--- src/rtl/pipe_ctrl_pkg.sv ---
// pipe_ctrl_pkg: shared types and strobe encodings for the pipeline
// sequencing controller of the 5-stage RV32I core.
package pipe_ctrl_pkg;

  // Controller FSM states.
  typedef enum logic [1:0] {
    RUN      = 2'd0,
    MEM_WAIT = 2'd1,
    DRAIN    = 2'd2,
    HALTED   = 2'd3
  } pipe_ctrl_state_t;

  // Strobe bundle; bit order matches the field order below (pc_en is MSB).
  typedef struct packed {
    logic pc_en;
    logic ifid_en;
    logic idex_en;
    logic exmem_en;
    logic memwb_en;
    logic ifid_flush;
    logic idex_flush;
  } pipe_strobes_t;

  // Normal flow: everything advances, nothing is squashed.
  localparam pipe_strobes_t STROBES_IDLE     = 7'b11111_00;
  // Frozen or halted: nothing moves, nothing is cleared.
  localparam pipe_strobes_t STROBES_OFF      = 7'b00000_00;
  // Load-use: hold PC and IF/ID, inject a bubble into ID/EX.
  localparam pipe_strobes_t STROBES_LOADUSE  = 7'b00111_01;
  // Redirect: fetch the new target, squash both wrong-path slots.
  localparam pipe_strobes_t STROBES_REDIRECT = 7'b11111_11;
  // Halt accepted: stop fetching, squash younger instructions.
  localparam pipe_strobes_t STROBES_HALT     = 7'b01111_11;
  // Draining: bubbles enter EX while MEM and WB retire older work.
  localparam pipe_strobes_t STROBES_DRAIN    = 7'b00111_01;

endpackage

--- src/rtl/pipe_ctrl_hazard_detect.sv ---
// hazard_detect: combinational load-use detector. Flags an ID-stage
// instruction that reads the destination of a load still in EX.
module hazard_detect
  import pipe_ctrl_pkg::*;
#(
  parameter int RF_ADDR_W = 5
) (
  input  logic [RF_ADDR_W-1:0] id_rs1,
  input  logic [RF_ADDR_W-1:0] id_rs2,
  input  logic [RF_ADDR_W-1:0] ex_rd,
  input  logic                 ex_memread,
  output logic                 lu
);

  logic rd_nonzero_s;
  logic rs_match_s;

  // x0 never carries a dependency, so a load targeting it cannot stall.
  always_comb begin
    rd_nonzero_s = (ex_rd != {RF_ADDR_W{1'b0}});
    rs_match_s   = (ex_rd == id_rs1) || (ex_rd == id_rs2);
    lu           = ex_memread && rd_nonzero_s && rs_match_s;
  end

endmodule

--- src/rtl/pipe_ctrl.sv ---
// pipe_ctrl: pipeline sequencing controller. Produces PC / buffer-register
// enables and flushes, handles load-use stalls, redirects, data-memory
// freezes and halt draining.
// Optional feature macro: PIPE_CTRL_PERF_EN adds saturating stall_cnt and
// flush_cnt performance counters (ports absent when undefined).
module pipe_ctrl
  import pipe_ctrl_pkg::*;
#(
  parameter int RF_ADDR_W    = 5,
  parameter int DRAIN_CYCLES = 2
) (
  input  logic                 clk,
  input  logic                 reset,
  input  logic [RF_ADDR_W-1:0] id_rs1,
  input  logic [RF_ADDR_W-1:0] id_rs2,
  input  logic [RF_ADDR_W-1:0] ex_rd,
  input  logic                 ex_memread,
  input  logic                 ex_redirect,
  input  logic                 ex_halt,
  input  logic                 mem_req,
  input  logic                 mem_ack,
  output logic                 pc_en,
  output logic                 ifid_en,
  output logic                 idex_en,
  output logic                 exmem_en,
  output logic                 memwb_en,
  output logic                 ifid_flush,
  output logic                 idex_flush,
  output logic                 halted
`ifdef PIPE_CTRL_PERF_EN
  ,
  output logic [31:0]          stall_cnt,
  output logic [31:0]          flush_cnt
`endif
);

  localparam int CNT_W = (DRAIN_CYCLES > 1) ? $clog2(DRAIN_CYCLES) : 1;
  localparam logic [CNT_W-1:0] DRAIN_LOAD = CNT_W'(DRAIN_CYCLES - 1);

  pipe_ctrl_state_t state_r;
  pipe_ctrl_state_t state_s;
  logic [CNT_W-1:0] drain_cnt_r;
  logic [CNT_W-1:0] drain_cnt_s;
  logic             halted_r;
  pipe_strobes_t    strb_s;
  logic             lu_s;
  logic             freeze_s;

  hazard_detect #(
    .RF_ADDR_W (RF_ADDR_W)
  ) u_hazard_detect (
    .id_rs1     (id_rs1),
    .id_rs2     (id_rs2),
    .ex_rd      (ex_rd),
    .ex_memread (ex_memread),
    .lu         (lu_s)
  );

  // An outstanding data access with no acknowledge freezes the whole pipe.
  always_comb begin
    freeze_s = mem_req && !mem_ack;
  end

  // Next-state and strobe decode; freeze dominates, then halt, redirect, lu.
  always_comb begin
    strb_s      = STROBES_IDLE;
    state_s     = state_r;
    drain_cnt_s = drain_cnt_r;
    case (state_r)
      // The acknowledge cycle of MEM_WAIT is an ordinary RUN cycle: the
      // instruction held in EX during the wait is evaluated there.
      RUN, MEM_WAIT: begin
        if (freeze_s) begin
          strb_s  = STROBES_OFF;
          state_s = MEM_WAIT;
        end else if (ex_halt) begin
          strb_s      = STROBES_HALT;
          state_s     = DRAIN;
          drain_cnt_s = DRAIN_LOAD;
        end else if (ex_redirect) begin
          strb_s  = STROBES_REDIRECT;
          state_s = RUN;
        end else if (lu_s) begin
          strb_s  = STROBES_LOADUSE;
          state_s = RUN;
        end else begin
          strb_s  = STROBES_IDLE;
          state_s = RUN;
        end
      end
      DRAIN: begin
        if (freeze_s) begin
          strb_s = STROBES_OFF;
        end else begin
          strb_s = STROBES_DRAIN;
          if (drain_cnt_r == {CNT_W{1'b0}}) begin
            state_s = HALTED;
          end else begin
            drain_cnt_s = drain_cnt_r - {{(CNT_W-1){1'b0}}, 1'b1};
          end
        end
      end
      HALTED: begin
        strb_s  = STROBES_OFF;
        state_s = HALTED;
      end
      default: begin
        strb_s  = STROBES_OFF;
        state_s = RUN;
      end
    endcase
  end

  // State, drain counter and halted flag registers.
  always_ff @(posedge clk or posedge reset) begin
    if (reset) begin
      state_r     <= RUN;
      drain_cnt_r <= {CNT_W{1'b0}};
      halted_r    <= 1'b0;
    end else begin
      state_r     <= state_s;
      drain_cnt_r <= drain_cnt_s;
      halted_r    <= (state_s == HALTED);
    end
  end

  assign pc_en      = strb_s.pc_en;
  assign ifid_en    = strb_s.ifid_en;
  assign idex_en    = strb_s.idex_en;
  assign exmem_en   = strb_s.exmem_en;
  assign memwb_en   = strb_s.memwb_en;
  assign ifid_flush = strb_s.ifid_flush;
  assign idex_flush = strb_s.idex_flush;
  assign halted     = halted_r;

`ifdef PIPE_CTRL_PERF_EN
  logic        redirect_acc_s;
  logic        stall_evt_s;
  logic [31:0] stall_cnt_r;
  logic [31:0] flush_cnt_r;

  // Event qualifiers for the performance counters.
  always_comb begin
    redirect_acc_s = ((state_r == RUN) || (state_r == MEM_WAIT)) &&
                     !freeze_s && !ex_halt && ex_redirect;
    stall_evt_s    = !strb_s.pc_en && (state_r != HALTED);
  end

  // Saturating stall and flush counters.
  always_ff @(posedge clk or posedge reset) begin
    if (reset) begin
      stall_cnt_r <= 32'd0;
      flush_cnt_r <= 32'd0;
    end else begin
      if (stall_evt_s && (stall_cnt_r != 32'hFFFF_FFFF)) begin
        stall_cnt_r <= stall_cnt_r + 32'd1;
      end else begin
        stall_cnt_r <= stall_cnt_r;
      end
      if (redirect_acc_s && (flush_cnt_r != 32'hFFFF_FFFF)) begin
        flush_cnt_r <= flush_cnt_r + 32'd1;
      end else begin
        flush_cnt_r <= flush_cnt_r;
      end
    end
  end

  assign stall_cnt = stall_cnt_r;
  assign flush_cnt = flush_cnt_r;
`endif

endmodule

--- config.mk ---
export PLATFORM = sky130hd
export DESIGN_NAME = pipe_ctrl
export DESIGN_NICKNAME = d
export VERILOG_FILES = /design/src/rtl/pipe_ctrl_pkg.sv /design/src/rtl/pipe_ctrl_hazard_detect.sv /design/src/rtl/pipe_ctrl.sv
export SDC_FILE = /design/constraint.sdc
export NUM_CORES = 1
export LEC_CHECK = 0
export BUFFER_PORTS_ARGS = -buffer_cell sky130_fd_sc_hd__buf_2
export CELL_PAD_IN_SITES_DETAIL_PLACEMENT = 1
export CELL_PAD_IN_SITES_GLOBAL_PLACEMENT = 1
export CORE_AREA = 2 2 41 43
export CTS_BUF_LIST = sky130_fd_sc_hd__clkbuf_4
export DETAILED_ROUTE_END_ITERATION = 7
export DIE_AREA = 0 0 43 45
export PLACE_DENSITY_LB_ADDON = 0.1
export SYNTH_ARGS = -nofsm -noshare
export SYNTH_HDL_FRONTEND = slang
export SYNTH_HIERARCHICAL = 1
export SYNTH_SLANG_ARGS = --single-unit
--- constraint.sdc ---
create_clock -name clk -period 2.2 [get_ports clk]
set_input_delay 0.22 -clock clk [delete_from_list [all_inputs] [get_ports clk]]
set_output_delay 0.22 -clock clk [all_outputs]
set_load 0.05 [all_outputs]
==> flow_metrics.tcl, run 1 <==
set metrics [dict create \
    gp_routability_congestion 0.705 \
    maxSlewHeadroom_pct 73.4 \
    cellPowerDensity_mw_per_mm2 373 \
    critPathBufInv 2 \
    syn_nets 65 \
    worstSetupPathType "primary input to output pin" \
    worstSetupEndpointType "output pin" \
    run_status "complete, no violations" \
    routed_wirelength_um 1040 \
    hold_path_class "primary input to flip-flop" \
    worst_r2r_startpoint "state_r[1]" \
    syn2layout_area_growth_pct 46.7 \
    final_cells 89 \
    critical_path.most_common_cell "sky130_fd_sc_hd__buf_2" \
    grt.overflow.total 0 \
    ant_nets 0 \
    clk_path_buf_depth 2 \
    final.min_clock_period_ps 1970 \
    detail_route.vias_per_cell 4.55 \
    finalCritPeriodShare_pct 89.6 \
    ctsRootBufferMaster "sky130_fd_sc_hd__clkbuf_4" \
    placed_cell_area_um2 561 \
    worstReg2RegEnd "state_r[0]" \
    hold_viol 0 \
    rows 14 \
    synth.avg_cell_area_um2 9.40 \
    worst_ep_arrival_time_ps 1750 \
    layout.cell_area.non_filler_um2 593 \
    critPathLaunch "ex_rd[1]" \
    ff2ff_path_depth 1 \
    report.final.setup_viol 0 \
    worst_skew_pair.late_latency_ps 230 \
    fillers 194 \
    htreeDepth 1 \
    synth_simple_gate_area_share_pct 18.3 \
    post_synthesis_instance_area_um2 404 \
    grt_use_total_pct 11.6 \
    cts_hold_buf 1 \
    count_of_antenna_diodes_in_the_layout 0 \
    synth_fa_ha_area_share_pct 0 \
    die_w_um 43 \
    setup_repair_after_global_routing_missed_its_margin "no" \
    synth_area_leaders "sky130_fd_sc_hd__dfrtp_1 25%, sky130_fd_sc_hd__xor2_1 13%, sky130_fd_sc_hd__xnor2_1 8.7%, sky130_fd_sc_hd__a21boi_4 4.6%, sky130_fd_sc_hd__a21oi_2 4.3%" \
    finalSetupTns_ps 0 \
    net_count_of_the_finished_layout 97 \
    crit_cells 6 \
    pin_count_of_the_biggest_net_entering_global_routing 10 \
    io_buffers 29 \
    first_iter_violations 0 \
    post_cts.repair.setup_buffers 0 \
    area_fraction_in_compound_gates_after_synthesis_pct 23.5 \
    tightest_slew_ps 399 \
    clock-sinks 4 \
    routed_length_per_placed_instance_um 11.6 \
    netlist.top_cell.by_area "sky130_fd_sc_hd__dfrtp_1" \
    hpwl_um 916 \
    initial_core_util_pct 27.5 \
    path_cells "buf_2, or4_1, o21ai_1, a21oi_1, a2111oi_4, buf_2" \
    ioPinCount 30 \
    cts-buffers-inserted 3 \
    synth_top_area_share_pct 24.8 \
    mostFrequentLayoutCells "29 x sky130_fd_sc_hd__buf_2, 6 x sky130_fd_sc_hd__xor2_1, 4 x sky130_fd_sc_hd__dfrtp_1, 4 x sky130_fd_sc_hd__xnor2_1" \
    synth.yosys.seq_area_share_pct 24.8 \
    place.detailed.instances 85 \
    drt_drc 0 \
    global_route_wire_length_before_repair_um 1690 \
    grt_antenna_before_repair 0 \
    max_cap_viol_count 0 \
    detailedRoute.firstPassIterationCount 1 \
    post_cts_resize_count 0 \
    cts_tree "yes" \
    total_leakage_power_nw 0.283 \
    slowest_stage "sky130_fd_sc_hd__or4_1" \
    route.vias.total 405 \
    core_area_mm2 0.00147 \
    max_fclk_mhz 507 \
    die-height_um 45 \
    crit_path_max_incr_delay_ps 510 \
    leading_cell_type_in_the_layout_fill_and_taps_excluded "sky130_fd_sc_hd__buf_2" \
    synth_cell_types 22 \
    synthXorXnorAreaFrac_pct 21.7 \
    clock_skew_ps 0.428 \
    synth.yosys.warnings 6 \
    cp-endpoint "pc_en" \
    layout-drive-gt1-share_pct 54.8 \
    cts.clk_slew.worst_paths_ps 40 \
    critPathMaxFanout 3 \
    worst-endpoint-required_ps 1980 \
    power.ir.vdd_worst_v 0.000231 \
    die_area_mm2 0.00194 \
    final-max-slew-violation-count 0 \
    ys_seq_elements 4 \
    cp-start-kind "primary input" \
    r2r_setup_slack_ps 1330 \
    vias_in_the_first_global_route 407 \
    count_of_mapped_cells_out_of_synthesis 43 \
    dominant_combinational_cell_family_by_area_after_synthesis "compound AO/OA/AOI/OAI gates" \
    crit_path_max_delay_family "compound AO/OA/AOI/OAI gates" \
    synthMuxAreaShare_pct 2.48 \
]
how the worst min path moves through the flow:
stage / from / endpoint / slack (ps) / cells after the start
after floorplan: reset / drain_cnt_r / -10 / 1
after global placement: reset / halted / 100 / 2
after detailed placement: reset / halted / 100 / 2
after CTS: ex_halt / state_r[1] / 270 / 2
after global routing: ex_halt / state_r[1] / 290 / 2
final: ex_halt / state_r[1] / 280 / 2
report_power, final:
| part | internal, mW | total [mW] | switching [mW] |
|---|---|---|---|
| registers | 0.0740 | 0.0740 | 0.0000000000335 |
| clock network | 0.0609 | 0.0891 | 0.0282 |
| logic | 0.0298 | 0.0583 | 0.0285 |
state kept, by name (all words and copies together) (netlist names):
signal,count
drain_cnt_r,1
state_r,2
halted,1
logic make-up (layout without fill, tap and decap cells):
| family | Yosys count | in the layout |
|---|---|---|
| compound gates | 11 | 11 |
| buf+inv | 6 | 36 |
| simple gates | 11 | 11 |
| flops | 4 | 4 |
| xor+xnor | 10 | 10 |
| mux | 1 | 1 |
metal layers:
layer | GRT usage [%] | up-vias | routed length (um)
met3 | 0 | 0 | 22
li1 | - | 207 | -
met4 | 7.27 | 0 | 0
met5 | 0 | - | 0
met1 | 12.8 | 192 | 400
met2 | 22.4 | 6 | 613
Yosys cell counts:
master and number:
sky130_fd_sc_hd__mux2i_1 1, sky130_fd_sc_hd__nand3_1 2, sky130_fd_sc_hd__a21oi_1 3, sky130_fd_sc_hd__nor2b_4 1, sky130_fd_sc_hd__a21oi_2 2, sky130_fd_sc_hd__nor2_1 2, sky130_fd_sc_hd__dfrtp_1 4, sky130_fd_sc_hd__or4_1 1
sky130_fd_sc_hd__a2111oi_2 1, sky130_fd_sc_hd__a21boi_4 1, sky130_fd_sc_hd__xnor2_1 4, sky130_fd_sc_hd__inv_1 3, sky130_fd_sc_hd__o21ai_2 1, sky130_fd_sc_hd__o21ai_1 1, sky130_fd_sc_hd__a21o_1 1, sky130_fd_sc_hd__nor2b_1 1
sky130_fd_sc_hd__xor2_1 6, sky130_fd_sc_hd__nor3_1 3, sky130_fd_sc_hd__buf_6 1, sky130_fd_sc_hd__buf_4 2, sky130_fd_sc_hd__a211oi_1 1, sky130_fd_sc_hd__nand2b_4 1
per-stage QoR:
| stage | setup slack [ps] | total power [mW] | hold WS (ps) | util (%) |
|---|---|---|---|---|
| 6_report | 229 | 0.221 | 281 | 40.3 |
| 5_1_grt | 69.6 | 0.239 | 288 | 40.3 |
| 4_1_cts | 217 | 0.231 | 271 | 40.3 |
| 3_5_place_dp | 221 | 0.133 | 104 | 38.1 |
| 3_3_place_gp | 225 | 0.132 | 103 | 38.1 |
| 2_1_floorplan | 258 | 0.102 | -13.9 | - |
cell type report:
cell class / instances / area (um^2) / area share, %
Clock buffer: 3 / 22.5 / 3.80
Timing Repair Buffer: 30 / 155 / 26.2
Inverter: 3 / 11.3 / 1.90
Sequential cell: 4 / 100 / 16.9
Tap cell: 16 / 20.0 / 3.38
Multi-Input combinational cell: 33 / 284 / 47.9
(Power assumes the default switching activity.)
==> run 2, diff against run 1 <==
Settings changed: REMOVE_ABC_BUFFERS set to 1.
==> run 2 against run 1 <==
Net effect:
- hold slack got worse by 9.3 ps
- utilization fell by 1.2 points
- sequential share of layout area rose by 0.51 points
- final cell count did not move
- sequential cell count did not move
- first-iteration DRC count rose by 1
- setup slack got worse by 22 ps
- maximum frequency fell by 1.1%
- global-route usage rose by 1.7 points
- sequential power barely moved
- clock power barely moved
- register-to-register slack improved by 50 ps
- critical path type unchanged
- critical endpoint unchanged
- highest routed layer unchanged
==> flow_metrics.tcl, run 2 (synthesis results as in run 1) <==
set metrics [dict create \
    worstSetupEndpointType "output pin" \
    worst-endpoint-required_ps 1980 \
    grt.overflow.total 0 \
    crit_path_max_delay_family "compound AO/OA/AOI/OAI gates" \
    clock_skew_ps 5.02 \
    critPathMaxFanout 3 \
    max_cap_viol_count 0 \
    clk_path_buf_depth 2 \
    place.detailed.instances 85 \
    postLayoutCoreUtil_pct 39.1 \
    routed_length_per_placed_instance_um 11.7 \
    drt_drc 0 \
    cts_tree "yes" \
    die_area_mm2 0.00194 \
    setup_repair_after_global_routing_missed_its_margin "no" \
    critical_path.most_common_cell "sky130_fd_sc_hd__buf_2" \
    final-max-slew-violation-count 0 \
    final_cells 89 \
    routed_wirelength_um 1040 \
    p_clk_share_pct 40.5 \
    critPathBufInv 2 \
    syn2layout_area_growth_pct 42.4 \
    hold_viol 0 \
    power.share.switching_pct 25.3 \
    htreeDepth 1 \
    maxSlewHeadroom_pct 77.1 \
    worst_skew_pair.late_latency_ps 230 \
    count_of_antenna_diodes_in_the_layout 0 \
    die_w_um 43 \
    net_count_of_the_finished_layout 97 \
    ioPinCount 30 \
    layout-drive-gt1-share_pct 53.4 \
    power.ir.vdd_worst_v 0.000214 \
    mostFrequentLayoutCells "29 x sky130_fd_sc_hd__buf_2, 6 x sky130_fd_sc_hd__xor2_1, 4 x sky130_fd_sc_hd__dfrtp_1, 4 x sky130_fd_sc_hd__xnor2_1" \
    crit_path_max_incr_delay_ps 520 \
    switchingPower_mw 0.0557 \
    die-height_um 45 \
    detailedRoute.firstPassIterationCount 4 \
    post_cts_resize_count 0 \
    layout.cell_area.non_filler_um2 576 \
    global_route_wire_length_before_repair_um 1860 \
    slowest_stage "sky130_fd_sc_hd__or4_1" \
    route.vias.total 415 \
    core_area_mm2 0.00147 \
    path_cells "buf_2, or4_1, o21ai_1, a21oi_1, a2111oi_2, buf_2" \
    largest_register_ff_count 2 \
    cts-buffers-inserted 3 \
    share_comb_of_total_power_pct 26.0 \
    total_leakage_power_nw 0.282 \
    tightest_slew_ps 343 \
    rows 14 \
    power.total_mw 0.220 \
    max_fclk_mhz 502 \
    pin_count_of_the_biggest_net_entering_global_routing 10 \
    first_iter_violations 1 \
    seqPwrFrac_pct 33.6 \
    ctsRootBufferMaster "sky130_fd_sc_hd__clkbuf_4" \
    grt_antenna_before_repair 0 \
    run_status "complete, no violations" \
    worst_ep_arrival_time_ps 1770 \
    io_buffers 29 \
    hold_path_class "primary input to flip-flop" \
    final.min_clock_period_ps 1990 \
    cellPowerDensity_mw_per_mm2 383 \
    grt_use_total_pct 13.3 \
    ant_nets 0 \
    internal_portion_of_total_power_mw 0.165 \
    hpwl_um 899 \
    vias_in_the_first_global_route 432 \
    cts.clk_slew.worst_paths_ps 30 \
    top_register "state_r" \
    initial_core_util_pct 27.5 \
    worstSetupPathType "primary input to output pin" \
    worst_setup_timing_slack_at_the_placement_stage_ps 211 \
    placed_cell_area_um2 543 \
    clock-sinks 4 \
    report.final.setup_viol 0 \
    cp-start-kind "primary input" \
    postLayoutSetupSlackWorst_ps 207 \
    detail_route.vias_per_cell 4.66 \
    leading_cell_type_in_the_layout_fill_and_taps_excluded "sky130_fd_sc_hd__buf_2" \
    gp_routability_congestion 0.701 \
    finalCritPeriodShare_pct 90.6 \
]
## run 2: power groups by stage
stage                     combinational [mW]  sequential (mW)  clock [mW]
after floorplan                       0.0262           0.0749           0
after global placement                0.0556           0.0749           0
after detailed placement              0.0560           0.0749           0
after CTS                             0.0579           0.0740      0.0958
after global routing                  0.0645           0.0739       0.103
final                                 0.0572           0.0740      0.0891
## run 2: final timing paths
path	startpoint	to	slack, ps	depth (start not counted)
worst max register to register	state_r[1]	state_r[0]	1380	1
worst min-delay path	ex_halt	state_r[1]	270	2
worst max-delay path	ex_rd[1]	pc_en	210	6
max in group asynchronous	reset	state_r[1]	1640	3
worst min register to register	drain_cnt_r	drain_cnt_r	570	2
min in group asynchronous	reset	halted	400	3
## run 2: final cells by class
cell class / count / area (um^2)
clock buffer: 3 / 22.5
fill: 193 / 896
inverter: 3 / 11.3
multi-input combinational: 33 / 267
sequential: 4 / 100
tap: 16 / 20.0
timing repair buffer: 30 / 155
## run 2: metal layers
metal  track usage (%)  part of all wire [%]  vias up
met5                 0                     0        -
met1              16.3                    44      191
met3              2.80                   8.1        0
li1                  -                     -      207
met2              21.2                    48       17
met4              9.09                     0        0
## run 2: per-stage QoR
| stage | hold WS, ps | TNS, ps |
|---|---|---|
| CTS | 263 | 0 |
| global route | 282 | 0 |
| detailed placement | 107 | 0 |
| floorplan | -13.9 | -614 |
| finish | 271 | 0 |
| global placement | 103 | 0 |
## run 2: repair_timing
action | in CTS | in global routing
hold buffers | 1 | 0
setup endpoints to repair | 0 | 0
buffers inserted | 0 | 0
hold endpoints to repair | 4 | 0
==> run 3, diff against run 2 <==
Settings changed: CELL_PAD_IN_SITES_DETAIL_PLACEMENT 1 to 0.
==> run 3 against run 2 <==
Net effect:
- total power is 0.74% lower
- first-iteration DRC count grew to 7.0 times the previous value
- design area stayed put
- hold slack worse by 4.2 ps
- register-to-register slack hardly changed
- die area stayed put
- non-clock buffer count stayed put
- global-route usage is 2.6 points lower
- maximum frequency is 2.5% higher
- clock skew is 2.0 ps lower
- combinational power is 1% lower
==> flow_metrics.tcl, run 3 (synthesis results as in run 1) <==
set metrics [dict create \
    run_status "complete, no violations" \
    timing.hold.worst.start "ex_halt" \
    die-height_um 45 \
    first_iter_violations 7 \
    worst-endpoint-required_ps 1980 \
    max_cap_viol_count 0 \
    largest_register_ff_count 2 \
    routed_length_per_placed_instance_um 10.2 \
    cts_tree "yes" \
    hold-path-cell-count 2 \
    switchingPower_mw 0.0541 \
    syn2layout_area_growth_pct 42.4 \
    path_cells "buf_2, or4_1, o21ai_1, a21oi_1, a2111oi_2, buf_2" \
    route.vias.total 395 \
    ioPinCount 30 \
    rows 14 \
    tightest_slew_ps 338 \
    worstSetupPathType "primary input to output pin" \
    hold_path_class "primary input to flip-flop" \
    gp_routability_congestion 0.701 \
    grt_antenna_before_repair 0 \
    total_leakage_power_nw 0.282 \
    worst_skew_pair.late_latency_ps 230 \
    clk_path_buf_depth 2 \
    worst_r2r_startpoint "state_r[1]" \
    postLayoutSetupSlackWorst_ps 256 \
    cts_hold_buf 1 \
    initial_core_util_pct 27.5 \
    detail_route.vias_per_cell 4.44 \
    die_w_um 43 \
    final.min_clock_period_ps 1940 \
    power.share.switching_pct 24.8 \
    ant_nets 0 \
    clock_skew_ps 3.06 \
    finalSetupTns_ps 0 \
    share_comb_of_total_power_pct 25.8 \
    ff2ff_path_depth 1 \
    multi_input_area_um2 267 \
    top_register "state_r" \
    io_buffers 29 \
    p_clk_share_pct 40.3 \
    clock-sinks 4 \
    critical_path.most_common_cell "sky130_fd_sc_hd__buf_2" \
    layout.area.seq_um2 100 \
    worstReg2RegEnd "state_r[0]" \
    crit_path_max_incr_delay_ps 510 \
    worstSetupEndpointType "output pin" \
    layout-drive-gt1-share_pct 53.4 \
    worst_ep_arrival_time_ps 1720 \
    power.total_mw 0.219 \
    post_cts.repair.setup_buffers 0 \
    r2r_setup_slack_ps 1370 \
    worst_setup_timing_slack_at_the_placement_stage_ps 251 \
    pin_count_of_the_biggest_net_entering_global_routing 10 \
    global_route_wire_length_before_repair_um 1500 \
    power.ir.vdd_worst_v 0.000211 \
    min_delay_worst_endpoint "state_r[1]" \
    die_area_mm2 0.00194 \
    internal_portion_of_total_power_mw 0.165 \
    cellPowerDensity_mw_per_mm2 380 \
    grt.overflow.total 0 \
    core_area_mm2 0.00147 \
    post_cts_resize_count 0 \
    mostFrequentLayoutCells "29 x sky130_fd_sc_hd__buf_2, 6 x sky130_fd_sc_hd__xor2_1, 4 x sky130_fd_sc_hd__dfrtp_1, 4 x sky130_fd_sc_hd__xnor2_1" \
    cts.clk_slew.worst_paths_ps 30 \
    hold_viol 0 \
    net_count_of_the_finished_layout 97 \
    final-max-slew-violation-count 0 \
    count_of_antenna_diodes_in_the_layout 0 \
    max_fclk_mhz 514 \
    cts-buffers-inserted 3 \
    htreeDepth 1 \
    vias_in_the_first_global_route 381 \
    grt_use_total_pct 10.7 \
    cp-start-kind "primary input" \
    seqPwrFrac_pct 33.8 \
    leading_cell_type_in_the_layout_fill_and_taps_excluded "sky130_fd_sc_hd__buf_2" \
    critPathMaxFanout 3 \
    ctsRootBufferMaster "sky130_fd_sc_hd__clkbuf_4" \
    maxSlewHeadroom_pct 77.5 \
    report.final.setup_viol 0 \
    fillers 159 \
    routed_wirelength_um 904 \
    setup_repair_after_global_routing_missed_its_margin "no" \
    finalCritPeriodShare_pct 88.4 \
    drt_drc 0 \
    detailedRoute.firstPassIterationCount 3 \
    slowest_stage "sky130_fd_sc_hd__or4_1" \
]
-- run 3: cell counts in the layout (fill, tap and decap cells not counted) --
Identical to the previous run, type by type.
-- run 3: power groups by stage --
stage / clock (mW) / combinational (mW) / sequential (mW)
6_report: 0.0882 / 0.0564 / 0.0740
4_1_cts: 0.0948 / 0.0569 / 0.0740
5_1_grt: 0.105 / 0.0624 / 0.0739
3_5_place_dp: 0 / 0.0551 / 0.0749
2_1_floorplan: 0 / 0.0262 / 0.0749
3_3_place_gp: 0 / 0.0556 / 0.0749
-- run 3: worst max-delay path by stage --
| stage | depth (start not counted) | slack [ps] | start | to |
|---|---|---|---|---|
| final | 6 | 260 | ex_rd[1] | pc_en |
| after global routing | 6 | 120 | ex_rd[1] | pc_en |
| after CTS | 6 | 250 | ex_rd[1] | pc_en |
| after detailed placement | 6 | 250 | ex_rd[1] | pc_en |
| after global placement | 6 | 250 | ex_rd[1] | pc_en |
| after floorplan | 2 | -410 | state_r[1] | idex_flush |
-- run 3: critical path, delay by kind of cell --
| kind | cells | cell delay [ps] |
|---|---|---|
| AO/OA/AOI/OAI | 3 | 560 |
| AND/OR/NAND/NOR | 1 | 510 |
| buffers and inverters | 2 | 430 |
-- run 3: routing by layer --
metal / routed length (um) / GRT usage, % / vias to the layer above
met4: 0 / 9.09 / 0
met2: 437 / 16.4 / 17
li1: - / - / 207
met3: 93 / 3.60 / 0
met5: 0 / 0 / -
met1: 373 / 12.1 / 171
-- run 3: metrics by stage --
stage,instances,area [um^2],hold WS (ps),util (%)
floorplan,40,378,-13.9,-
global placement,85,543,103,36.9
detailed placement,85,543,104,36.9
CTS,89,576,264,39.1
global route,89,576,275,39.1
finish,89,576,267,39.1
-- run 3: cell type report --
class	instances	area share [%]
sequential	4	17.4
tap	16	3.48
clock buffer	3	3.91
multi-input combinational	33	46.3
timing repair buffer	30	27.0
inverter	3	1.96
